[config.mk]
export PLATFORM = sky130hd
export DESIGN_NAME = vm_brew_ctrl
export DESIGN_NICKNAME = d
export VERILOG_FILES = /design/src/rtl/vm_pkg.sv /design/src/rtl/vm_inventory.sv /design/src/rtl/vm_brew_ctrl.sv
export SDC_FILE = /design/constraint.sdc
export NUM_CORES = 1
export LEC_CHECK = 0
export BUFFER_PORTS_ARGS = -buffer_cell sky130_fd_sc_hd__buf_2
export CAP_MARGIN = 20
export CELL_PAD_IN_SITES_DETAIL_PLACEMENT = 1
export CELL_PAD_IN_SITES_GLOBAL_PLACEMENT = 2
export CORE_MARGIN = 2
export CORE_UTILIZATION = 37
export DETAILED_ROUTE_END_ITERATION = 6
export GPL_TIMING_DRIVEN = 0
export PLACE_DENSITY = 0.9
export SLEW_MARGIN = 40
export SYNTH_ARGS = -nofsm -noshare
export SYNTH_HDL_FRONTEND = slang
export SYNTH_SLANG_ARGS = --single-unit
export TNS_END_PERCENT = 1
[constraint.sdc]
create_clock -name clk -period 5.2 [get_ports clk]
set_input_delay 0.78 -clock clk [delete_from_list [all_inputs] [get_ports clk]]
set_output_delay 0.78 -clock clk [all_outputs]
set_load 0.01 [all_outputs]
[src/rtl/vm_pkg.sv]
// rtl/vm_pkg.sv - shared constants for the brew controller and vending FSM
package vm_pkg;

  // Phase FSM state encoding
  localparam logic [2:0] ST_IDLE  = 3'd0;
  localparam logic [2:0] ST_GRIND = 3'd1;
  localparam logic [2:0] ST_HEAT  = 3'd2;
  localparam logic [2:0] ST_POUR  = 3'd3;
  localparam logic [2:0] ST_DONE  = 3'd4;

  // Default phase lengths in cycles
  localparam int DEF_GRIND_CYC = 4;
  localparam int DEF_HEAT_CYC  = 6;
  localparam int DEF_POUR_CYC  = 8;

  // Water level width, shared with the vending FSM
  localparam int WATER_W = 5;
  // Bean dose counter and phase counter widths
  localparam int DOSE_W  = 8;
  localparam int CNT_W   = 4;

endpackage

[src/rtl/vm_inventory.sv]
// rtl/vm_inventory.sv - water tank and bean dose bookkeeping
module vm_inventory
  import vm_pkg::*;
#(
  parameter int WATER_PER_CUP = 2,
  parameter int WATER_MAX     = 31,
  parameter int DOSE_MAX      = 10
) (
  input  logic               clk,
  input  logic               rst,
  input  logic               refill_water,
  input  logic               refill_beans,
  input  logic               take_dose,
  input  logic               take_water,
  output logic [WATER_W-1:0] water,
  output logic               beans,
  output logic               sufficient
);

  logic [DOSE_W-1:0]  dose;
  logic [DOSE_W-1:0]  dose_n;
  logic [WATER_W-1:0] water_n;

  // Enough inventory for one more cup, judged on the current registers
  assign sufficient = (water >= WATER_W'(WATER_PER_CUP)) && (dose != '0);

  // Next inventory values; callers only assert take_dose when a dose exists,
  // and water subtraction clamps at zero instead of wrapping
  always_comb begin
    water_n = water;
    dose_n  = dose;
    if (refill_water)
      water_n = WATER_W'(WATER_MAX);
    if (take_water)
      water_n = (water >= WATER_W'(WATER_PER_CUP)) ? water - WATER_W'(WATER_PER_CUP) : '0;
    if (refill_beans)
      dose_n = DOSE_W'(DOSE_MAX);
    if (take_dose)
      dose_n = dose - 1'b1;
  end

  // Inventory registers; beans follows the next dose so the last dose clears it on the accept edge
  always_ff @(posedge clk) begin
    if (rst) begin
      water <= '0;
      dose  <= '0;
      beans <= 1'b0;
    end else begin
      water <= water_n;
      dose  <= dose_n;
      beans <= (dose_n != '0);
    end
  end

endmodule

[src/rtl/vm_brew_ctrl.sv]
// rtl/vm_brew_ctrl.sv - grind/heat/pour sequencer with inventory feedback
module vm_brew_ctrl
  import vm_pkg::*;
#(
  parameter int GRIND_CYC     = DEF_GRIND_CYC,
  parameter int HEAT_CYC      = DEF_HEAT_CYC,
  parameter int POUR_CYC      = DEF_POUR_CYC,
  parameter int WATER_PER_CUP = 2,
  parameter int WATER_MAX     = 31,
  parameter int DOSE_MAX      = 10
) (
  input  logic               clk,
  input  logic               rst,
  input  logic               coffee,
  input  logic               refill_water,
  input  logic               refill_beans,
  output logic [WATER_W-1:0] water,
  output logic               beans,
  output logic               busy,
  output logic               grinder,
  output logic               heater,
  output logic               pump,
  output logic               done,
  output logic               dropped
);

  logic [2:0]       state;
  logic [2:0]       state_n;
  logic [CNT_W-1:0] cnt;
  logic [CNT_W-1:0] cnt_n;
  logic             idle;
  logic             any_refill;
  logic             sufficient;
  logic             accept;
  logic             drop;
  logic             pour_exit;

  assign idle       = (state == ST_IDLE);
  assign any_refill = refill_water | refill_beans;
  // A refill in the same cycle always wins over a cup request
  assign accept     = idle & coffee & ~any_refill & sufficient;
  assign drop       = coffee & ~accept;
  assign pour_exit  = (state == ST_POUR) && (cnt == '0);

  vm_inventory #(
    .WATER_PER_CUP (WATER_PER_CUP),
    .WATER_MAX     (WATER_MAX),
    .DOSE_MAX      (DOSE_MAX)
  ) u_inventory (
    .clk          (clk),
    .rst          (rst),
    .refill_water (idle & refill_water),
    .refill_beans (idle & refill_beans),
    .take_dose    (accept),
    .take_water   (pour_exit),
    .water        (water),
    .beans        (beans),
    .sufficient   (sufficient)
  );

  // Next state and phase counter: each phase counts down to zero, then loads the next length
  always_comb begin
    state_n = state;
    cnt_n   = cnt;
    case (state)
      ST_IDLE: begin
        if (accept) begin
          state_n = ST_GRIND;
          cnt_n   = CNT_W'(GRIND_CYC - 1);
        end
      end
      ST_GRIND: begin
        if (cnt == '0) begin
          state_n = ST_HEAT;
          cnt_n   = CNT_W'(HEAT_CYC - 1);
        end else begin
          cnt_n = cnt - 1'b1;
        end
      end
      ST_HEAT: begin
        if (cnt == '0) begin
          state_n = ST_POUR;
          cnt_n   = CNT_W'(POUR_CYC - 1);
        end else begin
          cnt_n = cnt - 1'b1;
        end
      end
      ST_POUR: begin
        if (cnt == '0) begin
          state_n = ST_DONE;
          cnt_n   = '0;
        end else begin
          cnt_n = cnt - 1'b1;
        end
      end
      ST_DONE: begin
        state_n = ST_IDLE;
        cnt_n   = '0;
      end
      default: begin
        state_n = ST_IDLE;
        cnt_n   = '0;
      end
    endcase
  end

  // State, counter and registered output decode taken from the next state
  always_ff @(posedge clk) begin
    if (rst) begin
      state   <= ST_IDLE;
      cnt     <= '0;
      busy    <= 1'b0;
      grinder <= 1'b0;
      heater  <= 1'b0;
      pump    <= 1'b0;
      done    <= 1'b0;
      dropped <= 1'b0;
    end else begin
      state   <= state_n;
      cnt     <= cnt_n;
      busy    <= (state_n != ST_IDLE);
      grinder <= (state_n == ST_GRIND);
      heater  <= (state_n == ST_HEAT);
      pump    <= (state_n == ST_POUR);
      done    <= (state_n == ST_DONE);
      dropped <= drop;
    end
  end

endmodule

* Word level (Yosys, flattened, before mapping)
Cells that the tools add are included.
** Operators by class
- Add/sub/neg operators :: 3
- Multipliers :: 0
- Divide/modulo/power cells :: 0
- Magnitude comparators :: 1
- Eq/ne operators :: 8
- Shift-type cells :: 0
- Multiplexer cells :: 15
- Bitwise logic cells :: 9
- Reduce and logical (&&, ||, !) cells :: 8
** Operators by type and width (number)
- 2-to-1 mux 4 bit :: 4
- 2-to-1 mux 8 bit :: 2
- case mux 4 bit (4 select lines) :: 1
- nonzero test 8 bit :: 2
- 2-to-1 mux 5 bit :: 3
- == test 3 x 2 -> 1 bit (second input constant) :: 4
- 2-to-1 mux 3 bit :: 4
- case mux 3 bit (4 select lines) :: 1
- subtractor 8 x 1 -> 8 bit (second input constant) :: 1
- bitwise AND 1 bit :: 6
- == test 3 x 1 -> 1 bit (second input constant) :: 2
- greater-or-equal comparator 5 x 2 -> 1 bit (second input constant) :: 1
- subtractor 5 x 2 -> 5 bit (second input constant) :: 1
- logical NOT 4 bit :: 1
- subtractor 4 x 1 -> 4 bit (second input constant) :: 1
- == test 3 bit (second input constant) :: 1
- logical NOT 3 bit :: 1
- nonzero test 3 bit :: 1
- logical AND 1 bit :: 2
- != test 2 x 1 -> 1 bit (second input constant) :: 1
- NOT 1 bit :: 2
- nonzero test 2 bit :: 1
- bitwise OR 1 bit :: 1
** Word-level totals
- Register bits after elaboration :: 27
- Latch bits :: 0
- Bits in writable memories :: 0
- ROM bits :: 0
- Input port bits :: 5
- Output and inout bits :: 12
- Word-level logic and storage cells :: 55
- Memories :: 0

* Longest topological paths before layout
- Word-level depth :: 7
- Gate-level depth with buffers :: 8

* Hierarchy
A second synthesis with hierarchy kept.
** Unflattened totals
- Cells, all modules :: 157
- Area, all modules :: 1371.3 um2
** Modules (own cells, without submodules)
- vm_inventory :: times used 1, cells an instance 86, area an instance 720.7 um2, sequential area each 280.3 um2
- vm_brew_ctrl :: times used 1, cells an instance 71, area an instance 650.6 um2, sequential area each 260.2 um2

* Worst setup path before layout
No wires, ideal clock.
- Path type :: input port to flip-flop
- Start :: input coffee
- End :: register u_inventory.beans
- Library setup time :: 0.141 ns
- Arrival :: 1.903 ns
- Data required time :: 5.059 ns
- Path slack :: 3.156 ns
- Stages :: 5
- Buffers on the path :: 0
- Cells stage by stage :: nor2b_1 > o211ai_2 > o31a_1 > a2111oi_2 > a41oi_1
** Between the ends
- Word-level cells in the longest chain between the ends :: 5
** RTL lines
- start, declared :: line vm_brew_ctrl.sv:14 : input logic coffee,
- bitwise AND 1 bit (3 in a row) :: line vm_brew_ctrl.sv:41 : assign accept = idle & coffee & ~any_refill & sufficient;
- 2-to-1 mux 8 bit :: line vm_inventory.sv:38 : if (take_dose)
- nonzero test 8 bit :: line vm_inventory.sv:51 : beans <= (dose_n != '0);
- end signal, assigned :: line vm_inventory.sv:51
- end, declared :: line vm_inventory.sv:16 : output logic beans,
No other way between the ends.
A chain may end at the register's enable or synchronous reset.

* Worst setup path in the final report
- Start :: register u_inventory.water[2]
- End :: register u_inventory.beans
** Between the ends
- Word-level cells in the longest chain between the ends :: 5
** RTL lines
- start, declared :: line vm_inventory.sv:15 : output logic [WATER_W-1:0] water,
- start signal, assigned :: line vm_inventory.sv:49 : water <= water_n;
- greater-or-equal comparator 5 x 2 -> 1 bit :: line vm_inventory.sv:25 : assign sufficient = (water >= WATER_W'(WATER_PER_CUP)) && (dose != '0);
- logical AND 1 bit :: line vm_inventory.sv:25
- bitwise AND 1 bit :: line vm_brew_ctrl.sv:41
- 2-to-1 mux 8 bit :: line vm_inventory.sv:38
- nonzero test 8 bit :: line vm_inventory.sv:51
No other way between the ends.

==> impl_metrics.json <==
{
  "status": "finished, final reports clean",
  "tightest_slew_ns": 0.648,
  "place_congestion": 0.857,
  "intPower_uw": 347,
  "drt_iter0_drc": 47,
  "grt_pass1_wl_um": 6760,
  "synth_top_area_cell": "dfxtp_1",
  "critPathMaxStageDelay_ns": 0.49,
  "area_growth_pct": 12.7,
  "cts_buffer_depth": 2,
  "yosys_register_bits": 27,
  "dp_cells": 228,
  "insertion_delay_ns": 0.27,
  "switchingPower_uw": 174,
  "antenna_left": 0,
  "p_leak_nw": 0.658,
  "synth_fp_nets": 173,
  "wl_per_cell_um": 16.8,
  "multiInputGateArea_um2": 857,
  "die_w_um": 66.8,
  "drive_above_1_share_pct": 20.1,
  "finalSetupTns_ns": 0,
  "cts_setup_buffers": 0,
  "crit_top_cell": "nor4_1",
  "setup_viol": 0,
  "synth_edf_count": 0,
  "drtPass1Iterations": 4,
  "seqCellArea_um2": 541,
  "period_share_pct": 45.8,
  "hpwl_um": 2950,
  "cts_root_buf": "clkbuf_8",
  "async_reset_ff_share_pct": 0,
  "path_cells": "inv_1 > ha_1 > or3b_4 > o2111ai_1 > nor4_1 > nor4_1 > a41oi_1",
  "ys_top_cells_by_area": "dfxtp_1 (37%), nor2_1 (4.9%), a21oi_1 (3.8%)",
  "numClockSinks": 27,
  "netlist_area_um2": 1460,
  "arrival_ns": 2.52,
  "path_class": "reg -> reg",
  "pin_count": 17,
  "required_ns": 5.33,
  "drc_errors": 0,
  "synth_ff_type": "dfxtp_1",
  "grt_antenna_before_repair": 0,
  "synth_seq_area_share_pct": 37.0,
  "drv_cap": 0,
  "io_buffers": 16,
  "relSlewSlack_pct": 56.6,
  "crit_buf_inv": 1,
  "final_cells": 232,
  "yosys_warnings": 0,
  "nFillCells": 465,
  "die_y_um": 66.8,
  "h-tree-depth": 1,
  "period_needed_ns": 2.38,
  "ir_drop_mv": 0.125,
  "slowest_stage": "o2111ai_1",
  "clock_skew_ns": 0.00563,
  "post_cts_resized": 0,
  "vias": 1340,
  "die-area_um2": 4460,
  "drv_slew": 0,
  "crit_path_start_kind": "register",
  "clkSlewWorstSetupHoldPaths_ns": 0.09,
  "first_global_vias": 1427,
  "cts_buffers": 3,
  "pwr-share-comb_pct": 31.0,
  "synth_cells": 164,
  "grt_start_max_net_pins": 15,
  "yosysUniqueCellTypes": 53,
  "end_kind": "register",
  "p_per_area_nw_per_um2": 317,
  "grt_setup_unrepaired": "false",
  "pwr-share-seq_pct": 46.0,
  "wirelength_um": 3910,
  "num_antenna_cells": 0,
  "clkPwrFrac_pct": 22.9,
  "initial_core_util_pct": 39.3,
  "grt_use_total_pct": 19.8,
  "critPathMaxFanout": 6,
  "yosysTopAreaCellShare_pct": 37.0,
  "max_freq_mhz": 420,
  "fin_nets": 194,
  "cts_hold_buffers": 0,
  "cts_tree": "built",
  "switching_share_pct": 33.5,
  "coreArea_um2": 3720,
  "hold_violations": 0,
  "hold_class": "reg -> reg",
  "viasPerCell": 5.78,
  "syn_area_per_cell_um2": 8.90,
  "overflow": 0,
  "crit_family": "simple AND/OR/NAND/NOR gates",
  "rows": 22
}
==> final cells by class <==
cell class	count	area share [%]
Buffer	7	2.36
Clock buffer	4	2.74
Inverter	6	1.37
Multi-Input combinational cell	124	52.1
Sequential cell	27	32.9
Tap cell	48	3.65
Timing Repair Buffer	16	4.87
==> layout by cell type, fill, tap and decap left out, types with 3 or more instances in the layout <==
cell type	instances
clkbuf_8	3
ha_1	4
nor3_1	4
buf_2	17
o211a_1	4
dfxtp_1	27
nand3b_1	5
nor3b_1	5
nor2_1	19
o21ai_0	5
clkbuf_1	5
a21oi_1	11
nand2_1	11
nor4_1	6
inv_1	6
==> path summary, 6_finish.rpt <==
path	from	to	slack (ns)	cells past startpoint
worst max-delay path	u_inventory.water[2]$_SDFFE_PP0P_	u_inventory.beans$_SDFF_PP0_	2.82	7
worst min-delay path	u_inventory.dose[0]$_SDFF_PP0_	u_inventory.dose[0]$_SDFF_PP0_	0.52	2
worst max register to register	u_inventory.water[2]$_SDFFE_PP0P_	u_inventory.beans$_SDFF_PP0_	2.82	7
worst min register to register	u_inventory.dose[0]$_SDFF_PP0_	u_inventory.dose[0]$_SDFF_PP0_	0.52	2
==> cells by family after synthesis <==
kind of cell	Yosys count	synth area share, %
buf+inv	13	4.20
simple gates	74	31.2
mux	2	1.46
xor+xnor	2	1.20
compound gates	42	21.4
fa+ha+maj	4	3.43
flops	27	37.0
==> through the flow <==
step	setup WS [ns]	hold slack, ns	area, um^2	util, %	total power, mW
2_1_floorplan	3.16	0.459	1460	-	0.358
3_3_place_gp	2.77	0.478	1600	43.0	0.394
3_5_place_dp	2.71	0.499	1600	43.0	0.405
4_1_cts	2.80	0.516	1640	44.2	0.528
5_1_grt	2.56	0.542	1640	44.2	0.557
6_report	2.82	0.518	1640	44.2	0.522
==> metal layers <==
layer / global-route usage (%) / vias to the layer above / routed length, um
met1: 24.6 / 672 / 1820
met3: 2.20 / 6 / 102
met2: 34.9 / 21 / 1930
li1: - / 641 / -
met4: 7.14 / 0 / 51
met5: 0 / - / 0
==> worst reg2reg max path: stages, from the launching register on <==
cell and delay, ns:
dfxtp_1 0.37, inv_1 0.10, ha_1 0.20, or3b_4 0.43, o2111ai_1 0.49, nor4_1 0.13
nor4_1 0.35, a41oi_1 0.17
==> power groups by stage <==
| stage | sequential [mW] | combinational (mW) | clock, mW |
|---|---|---|---|
| finish | 0.240 | 0.162 | 0.120 |
| global route | 0.243 | 0.181 | 0.133 |
| CTS | 0.240 | 0.162 | 0.126 |
| detailed placement | 0.245 | 0.160 | 0 |
| global placement | 0.243 | 0.151 | 0 |
| floorplan | 0.245 | 0.113 | 0 |
==> cell usage after synthesis, types with 2 or more instances <==
cell type and n:
inv_1 6, nand2_1 11, xnor2_1 2, a21boi_0 2, or3_1 2, o21ba_2 2
nor4_1 6, a211oi_1 2, o21ai_0 5, nor2_1 19, or2_2 2, a21oi_1 11
clkbuf_1 4, nand2b_1 2, nand4b_1 2, o31ai_1 2, ha_1 4, nor3_1 4
or3b_2 2, nor3b_1 5, o211a_1 4, nand3_1 2, dfxtp_1 27, and2_1 2
o21a_1 2, nand3b_1 5
==> flip-flops by register name (all words and copies together), names as in the netlist <==
| register | flops |
|---|---|
| busy | 1 |
| cnt | 4 |
| done | 1 |
| dropped | 1 |
| grinder | 1 |
| heater | 1 |
| pump | 1 |
| state | 3 |
| u_inventory.beans | 1 |
| u_inventory.dose | 8 |
| u_inventory.water | 5 |
Note: power is estimated with default switching activity, not from simulation.
